===== config.mk =====
export PLATFORM = sky130hd
export DESIGN_NAME = spi_instr_decoder_flat
export DESIGN_NICKNAME = d
export VERILOG_FILES = /design/src/rtl/spi_instr_decoder_if.sv /design/src/rtl/spi_instr_decoder.sv /design/src/flat_wrapper.sv
export SDC_FILE = /design/constraint.sdc
export NUM_CORES = 1
export LEC_CHECK = 0
export ABC_AREA = 1
export BUFFER_PORTS_ARGS = -buffer_cell sky130_fd_sc_hd__buf_2
export CAP_MARGIN = 20
export CORE_MARGIN = 1.5
export CORE_UTILIZATION = 40
export DETAILED_ROUTE_END_ITERATION = 7
export GPL_ROUTABILITY_DRIVEN = 0
export PLACE_DENSITY_LB_ADDON = 0.2
export SETUP_SLACK_MARGIN = 0.02
export SLEW_MARGIN = 40
export SYNTH_ARGS = -nofsm -noshare
export SYNTH_HDL_FRONTEND = slang
export SYNTH_SLANG_ARGS = --single-unit

===== constraint.sdc =====
create_clock -name clk -period 1.9 [get_ports clk]
set_clock_uncertainty 0.1 [all_clocks]
set_input_delay 0.57 -clock clk [delete_from_list [all_inputs] [get_ports clk]]
set_output_delay 0.57 -clock clk [all_outputs]
set_load 0.01 [all_outputs]

===== src/rtl/spi_instr_decoder_if.sv =====
// Bridge and register-file signals seen by the SPI instruction decoder.
// slave = decoder side, master = bridge / register-file side.
interface spi_instr_decoder_if #(
  parameter int ADDR_W = 6
) ();
  logic              byte_sync;
  logic [7:0]        data_in;
  logic [7:0]        data_out;
  logic [ADDR_W-1:0] reg_addr;
  logic [7:0]        reg_wdata;
  logic              reg_we;
  logic              reg_re;
  logic [7:0]        reg_rdata;
  logic              addr_err;

  modport slave (
    input  byte_sync, data_in, reg_rdata,
    output data_out, reg_addr, reg_wdata, reg_we, reg_re, addr_err
  );

  modport master (
    output byte_sync, data_in, reg_rdata,
    input  data_out, reg_addr, reg_wdata, reg_we, reg_re, addr_err
  );
endinterface


===== src/rtl/spi_instr_decoder.sv =====
// Turns the SPI bridge byte stream (command byte + data bytes) into
// register-file write/read strobes, with optional address auto-increment.
module spi_instr_decoder #(
  parameter int ADDR_W   = 6,
  parameter int NUM_REGS = 16
) (
  input  logic                 clk,
  input  logic                 rst_n,
  input  logic                 cs_n,
  spi_instr_decoder_if.slave   bus
);

  typedef enum logic [1:0] {
    ST_CMD     = 2'd0,
    ST_WR_DATA = 2'd1,
    ST_RD_DATA = 2'd2
  } state_e;

  state_e            state_r, state_nxt_s;
  logic [2:0]        cs_sync_r;
  logic              armed_r;
  logic              frame_active_s, accept_s;
  logic [ADDR_W-1:0] addr_r, addr_nxt_s;
  logic              ai_r, ai_nxt_s;
  logic              rd_pend_r, rd_pend_nxt_s;
  logic [ADDR_W-1:0] reg_addr_r, reg_addr_nxt_s;
  logic [7:0]        reg_wdata_r, reg_wdata_nxt_s;
  logic              reg_we_r, reg_we_nxt_s;
  logic              reg_re_r, reg_re_nxt_s;
  logic [7:0]        data_out_r, data_out_nxt_s;
  logic              addr_err_r, addr_err_nxt_s;

  function automatic logic in_range(input logic [ADDR_W-1:0] a);
    return ({{(32-ADDR_W){1'b0}}, a} < 32'(NUM_REGS));
  endfunction

  function automatic logic [ADDR_W-1:0] next_addr(input logic [ADDR_W-1:0] a, input logic ai);
    return a + {{(ADDR_W-1){1'b0}}, ai};
  endfunction

  // A frame only counts once cs has been seen inactive since reset, so a
  // reset in mid-frame never turns the remaining bytes into a command.
  assign frame_active_s = ~cs_sync_r[2] & armed_r;
  assign accept_s       = bus.byte_sync & frame_active_s;

  // cs_n synchroniser and re-arm tracking
  always_ff @(posedge clk or negedge rst_n) begin
    if (!rst_n) begin
      cs_sync_r <= 3'b000;
      armed_r   <= 1'b0;
    end else begin
      cs_sync_r <= {cs_sync_r[1:0], cs_n};
      armed_r   <= armed_r | cs_sync_r[2];
    end
  end

  // Next-state and registered-output decode
  always_comb begin
    state_nxt_s     = state_r;
    addr_nxt_s      = addr_r;
    ai_nxt_s        = ai_r;
    rd_pend_nxt_s   = 1'b0;
    reg_addr_nxt_s  = reg_addr_r;
    reg_wdata_nxt_s = reg_wdata_r;
    reg_we_nxt_s    = 1'b0;
    reg_re_nxt_s    = 1'b0;
    data_out_nxt_s  = data_out_r;
    addr_err_nxt_s  = addr_err_r;

    if (!frame_active_s) begin
      state_nxt_s    = ST_CMD;
      data_out_nxt_s = 8'h00;
    end else begin
      // reg_re_r is high only if the pending read was in range
      if (rd_pend_r) begin
        data_out_nxt_s = reg_re_r ? bus.reg_rdata : 8'h00;
      end else begin
        data_out_nxt_s = data_out_r;
      end

      case (state_r)
        ST_CMD: begin
          data_out_nxt_s = 8'h00;
          if (accept_s) begin
            ai_nxt_s = bus.data_in[6];
            if (bus.data_in[7]) begin
              state_nxt_s = ST_WR_DATA;
              addr_nxt_s  = bus.data_in[ADDR_W-1:0];
            end else begin
              state_nxt_s    = ST_RD_DATA;
              rd_pend_nxt_s  = 1'b1;
              reg_addr_nxt_s = bus.data_in[ADDR_W-1:0];
              reg_re_nxt_s   = in_range(bus.data_in[ADDR_W-1:0]);
              addr_err_nxt_s = addr_err_r | ~in_range(bus.data_in[ADDR_W-1:0]);
              addr_nxt_s     = next_addr(bus.data_in[ADDR_W-1:0], bus.data_in[6]);
            end
          end else begin
            state_nxt_s = ST_CMD;
          end
        end
        ST_WR_DATA: begin
          if (accept_s) begin
            reg_addr_nxt_s  = addr_r;
            reg_wdata_nxt_s = bus.data_in;
            reg_we_nxt_s    = in_range(addr_r);
            addr_err_nxt_s  = addr_err_r | ~in_range(addr_r);
            addr_nxt_s      = next_addr(addr_r, ai_r);
          end else begin
            addr_nxt_s = addr_r;
          end
        end
        ST_RD_DATA: begin
          if (accept_s) begin
            rd_pend_nxt_s  = 1'b1;
            reg_addr_nxt_s = addr_r;
            reg_re_nxt_s   = in_range(addr_r);
            addr_err_nxt_s = addr_err_r | ~in_range(addr_r);
            addr_nxt_s     = next_addr(addr_r, ai_r);
          end else begin
            addr_nxt_s = addr_r;
          end
        end
        default: begin
          state_nxt_s = ST_CMD;
        end
      endcase
    end
  end

  // State and output registers
  always_ff @(posedge clk or negedge rst_n) begin
    if (!rst_n) begin
      state_r     <= ST_CMD;
      addr_r      <= '0;
      ai_r        <= 1'b0;
      rd_pend_r   <= 1'b0;
      reg_addr_r  <= '0;
      reg_wdata_r <= 8'h00;
      reg_we_r    <= 1'b0;
      reg_re_r    <= 1'b0;
      data_out_r  <= 8'h00;
      addr_err_r  <= 1'b0;
    end else begin
      state_r     <= state_nxt_s;
      addr_r      <= addr_nxt_s;
      ai_r        <= ai_nxt_s;
      rd_pend_r   <= rd_pend_nxt_s;
      reg_addr_r  <= reg_addr_nxt_s;
      reg_wdata_r <= reg_wdata_nxt_s;
      reg_we_r    <= reg_we_nxt_s;
      reg_re_r    <= reg_re_nxt_s;
      data_out_r  <= data_out_nxt_s;
      addr_err_r  <= addr_err_nxt_s;
    end
  end

  assign bus.data_out  = data_out_r;
  assign bus.reg_addr  = reg_addr_r;
  assign bus.reg_wdata = reg_wdata_r;
  assign bus.reg_we    = reg_we_r;
  assign bus.reg_re    = reg_re_r;
  assign bus.addr_err  = addr_err_r;

endmodule


===== src/flat_wrapper.sv =====
// flat-port wrapper written by rule: the top's interface ports become plain ports
module spi_instr_decoder_flat 
#(
  parameter int ADDR_W   = 6,
  parameter int NUM_REGS = 16
)
  (clk, rst_n, cs_n, bus_byte_sync, bus_data_in, bus_reg_rdata, bus_data_out, bus_reg_addr, bus_reg_wdata, bus_reg_we, bus_reg_re, bus_addr_err);
  spi_instr_decoder_if #(.ADDR_W(ADDR_W)) bus_i ();
  input  logic clk;
  input  logic rst_n;
  input  logic cs_n;
  input wire logic [$bits(bus_i.byte_sync)-1:0] bus_byte_sync;
  input wire logic [$bits(bus_i.data_in)-1:0] bus_data_in;
  input wire logic [$bits(bus_i.reg_rdata)-1:0] bus_reg_rdata;
  output wire logic [$bits(bus_i.data_out)-1:0] bus_data_out;
  output wire logic [$bits(bus_i.reg_addr)-1:0] bus_reg_addr;
  output wire logic [$bits(bus_i.reg_wdata)-1:0] bus_reg_wdata;
  output wire logic [$bits(bus_i.reg_we)-1:0] bus_reg_we;
  output wire logic [$bits(bus_i.reg_re)-1:0] bus_reg_re;
  output wire logic [$bits(bus_i.addr_err)-1:0] bus_addr_err;
  assign bus_i.byte_sync = bus_byte_sync;
  assign bus_i.data_in = bus_data_in;
  assign bus_i.reg_rdata = bus_reg_rdata;
  assign bus_data_out = bus_i.data_out;
  assign bus_reg_addr = bus_i.reg_addr;
  assign bus_reg_wdata = bus_i.reg_wdata;
  assign bus_reg_we = bus_i.reg_we;
  assign bus_reg_re = bus_i.reg_re;
  assign bus_addr_err = bus_i.addr_err;
  spi_instr_decoder #(.ADDR_W(ADDR_W), .NUM_REGS(NUM_REGS)) u_core (.clk(clk), .rst_n(rst_n), .cs_n(cs_n), .bus(bus_i));
endmodule

==> results_dict.tcl <==
set metrics [dict create \
    io_buffers 44 \
    numCtsBuffers 5 \
    fin_crit_ns 1.70 \
    critPathMaxFanout 10 \
    core_sq_mm 0.00469 \
    worstMarginPinSlew_ns 0.350 \
    area_growth_pct 20.2 \
    drt_iter0_drc 77 \
    clockRootBuffer "clkbuf_8" \
    cp-start-kind "register" \
    yosysUniqueCellTypes 27 \
    p_total_mw 2.63 \
    hp-class "input port to asynchronous set/reset pin" \
    drv_cap 0 \
    multi_input_area_sq_um 838 \
    hold_viol 0 \
    wl_per_cell_microns 13.0 \
    max_slew_margin_pct 76.6 \
    finalMaxSlewViolations 0 \
    ys_ff_latch 39 \
    worst_ep_required_time_ns 1.97 \
    vias_per_cell 4.97 \
    grtUsageTotal_pct 17.9 \
    start_util_pct 41.3 \
    cts_setup_buffers 0 \
    p_leak_nw 1.25 \
    crit_type "register to register" \
    rsz0062_at_grt "yes" \
    die_h_microns 72.6 \
    r2r-start "u_core.state_r[0]" \
    grt_pass1_wl_microns 7110 \
    vias 1675 \
    drc 0 \
    nets 310 \
    n_antenna_cell 0 \
    crit_chain "inv_1, ha_1, nor2_1, nor2_1, nand2_1, inv_2, nor2_1, a31oi_1" \
    worst_ir_drop_vdd_v 0.000554 \
    fmax_mhz 588 \
    cts_max_level 2 \
    rows 25 \
    drtPass1Iterations 4 \
    wl_microns 4390 \
    dp_hpwl_microns 3130 \
    tns_ns 0 \
    syn-cell-area_sq_mm 0.00194 \
    syn_inst 230 \
    critPathMaxStageDelay_ns 0.39 \
    antenna_left 0 \
    cts_sinks 39 \
    die_x_microns 72.6 \
    grt-ovfl-total 0 \
    yosysTopAreaCell "dfrtp_1" \
    clockBufferDepth 2 \
    synth.avg_cell_area_sq_um 8.42 \
    ys_top_cells_by_area "dfrtp_1 (50%), nand2_1 (13%), nand3_1 (7.0%)" \
    power_density_mw_per_mm2 1130 \
    die-area_sq_mm 0.00527 \
    crit_family "simple AND/OR/NAND/NOR gates" \
    grt_pass1_vias 1479 \
    finalSetupViolations 0 \
    reg2reg_depth 8 \
    cp-startpoint "u_core.state_r[0]" \
    regArea_sq_um 976 \
    path_clk_slew_ns 0.08 \
    clkLatencyLatePin_ns 0.29 \
    grt_antenna_before_repair 0 \
    cp_num_buf_inv 2 \
    drive_above_1_share_pct 25.1 \
    yosysWarnings 0 \
    final_cell_mix "nand2_1 (68), buf_2 (44), dfrtp_1 (39), nand3_1 (27)" \
    synth_top_cell_area_share_pct 50.4 \
    synth_nets 258 \
    final_common_cell "nand2_1" \
    nFillCells 476 \
    post-route-period-util_pct 89.4 \
    critPathCaptureType "register" \
    rrSetupSlack_ns 0.20 \
    cp.arrival_ns 1.77 \
    seq_area_frac_synth_pct 50.4 \
    crit_path_frequent_cell "nor2_1" \
    status "finished clean" \
    cp.depth 8 \
    tritoncts "built" \
    ios 45 \
    cp_slowest_cell "dfrtp_1" \
    grt_max_degree 40 \
]
-- layer usage --
| metal | vias up | part of all wire, % | global-route usage, % |
|---|---|---|---|
| li1 | 859 | - | - |
| met1 | 754 | 49 | 25.8 |
| met2 | 56 | 43 | 26.2 |
| met3 | 6 | 6.0 | 3.33 |
| met4 | 0 | 1.5 | 8.18 |
| met5 | - | 0 | 0 |
-- final timing paths --
path | endpoint
setup / recovery | u_core.bus.reg_addr[0]
hold / removal | u_core.bus.data_out[6]
setup reg to reg | u_core.bus.reg_addr[0]
hold reg to reg | u_core.cs_sync_r[1]
max in group asynchronous | u_core.bus.reg_addr[1]
min in group clk | u_core.cs_sync_r[1]
-- sequential cells by signal (all words and copies together), names as in the netlist --
signal,count
u_core.state_r,2
u_core.bus.reg_we,1
u_core.cs_sync_r,3
u_core.rd_pend_r,1
u_core.armed_r,1
u_core.bus.reg_wdata,8
u_core.ai_r,1
u_core.bus.reg_re,1
u_core.bus.data_out,8
u_core.addr_r,6
u_core.bus.addr_err,1
u_core.bus.reg_addr,6
-- worst register-to-register path: stages (launching register included) --
cell     delay [ns]
dfrtp_1        0.39
inv_1          0.08
ha_1           0.34
nor2_1         0.18
nor2_1         0.07
nand2_1        0.14
inv_2          0.12
nor2_1         0.10
a31oi_1        0.05
-- cell families (layout without fill, tap and decap cells) --
kind of cell / Yosys count / in the layout / share of synthesized area, %
buf+inv: 28 / 81 / 6.27
fa+ha+maj: 8 / 8 / 5.17
flops: 39 / 39 / 50.4
compound gates: 30 / 30 / 9.24
mux: 1 / 1 / 0.582
simple gates: 124 / 124 / 28.3
-- metrics by stage --
stage | setup slack [ns] | util, % | instance area (sq um) | hold WS, ns | instances
after global routing | 0.0192 | 49.6 | 2330 | 0.158 | 337
after floorplan | 0.309 | - | 1940 | 0.174 | 230
final | 0.201 | 49.6 | 2330 | 0.132 | 337
after global placement | 0.177 | 47.8 | 2240 | 0.232 | 329
after CTS | 0.206 | 49.6 | 2330 | 0.139 | 337
after detailed placement | 0.187 | 47.8 | 2240 | 0.236 | 329
-- what timing repair did --
item,CTS,global route
hold buffers,0,0
endpoints found under the setup margin,0,1
resized for setup,0,0
-- synth_stat cells --
cell type  count
nand4_1        2
nor2_4         1
o21ai_0       13
nor2_2         3
buf_6          2
o32ai_1        1
a31oi_1        7
o21a_1         1
nand2_2        1
inv_1         18
or2_2          2
inv_2          4
a21oi_1        3
ha_1           8
o211ai_1       2
or2_4          1
o21ai_2        1
clkbuf_1       1
nor2_8         1
dfrtp_1       39
o21bai_1       2
nand2_1       68
nor2_1        18
buf_2          1
mux2_2         1
clkinv_1       2
nand3_1       27
-- power breakdown --
group / internal (mW) / total (mW) / switching, mW
Clock: 0.257 / 0.556 / 0.300
Combinational: 0.357 / 0.862 / 0.505
Sequential: 1.04 / 1.22 / 0.171
-- area by class of cell --
type                            instances  share of cell area (%)
Clock buffer                            6                    3.12
Clock inverter                          2                   0.538
Tap cell                               54                    2.90
Sequential cell                        39                    41.9
Timing Repair Buffer                   49                    11.6
Inverter                               24                    3.87
Multi-Input combinational cell        163                    36.0
(Power assumes the default switching activity.)
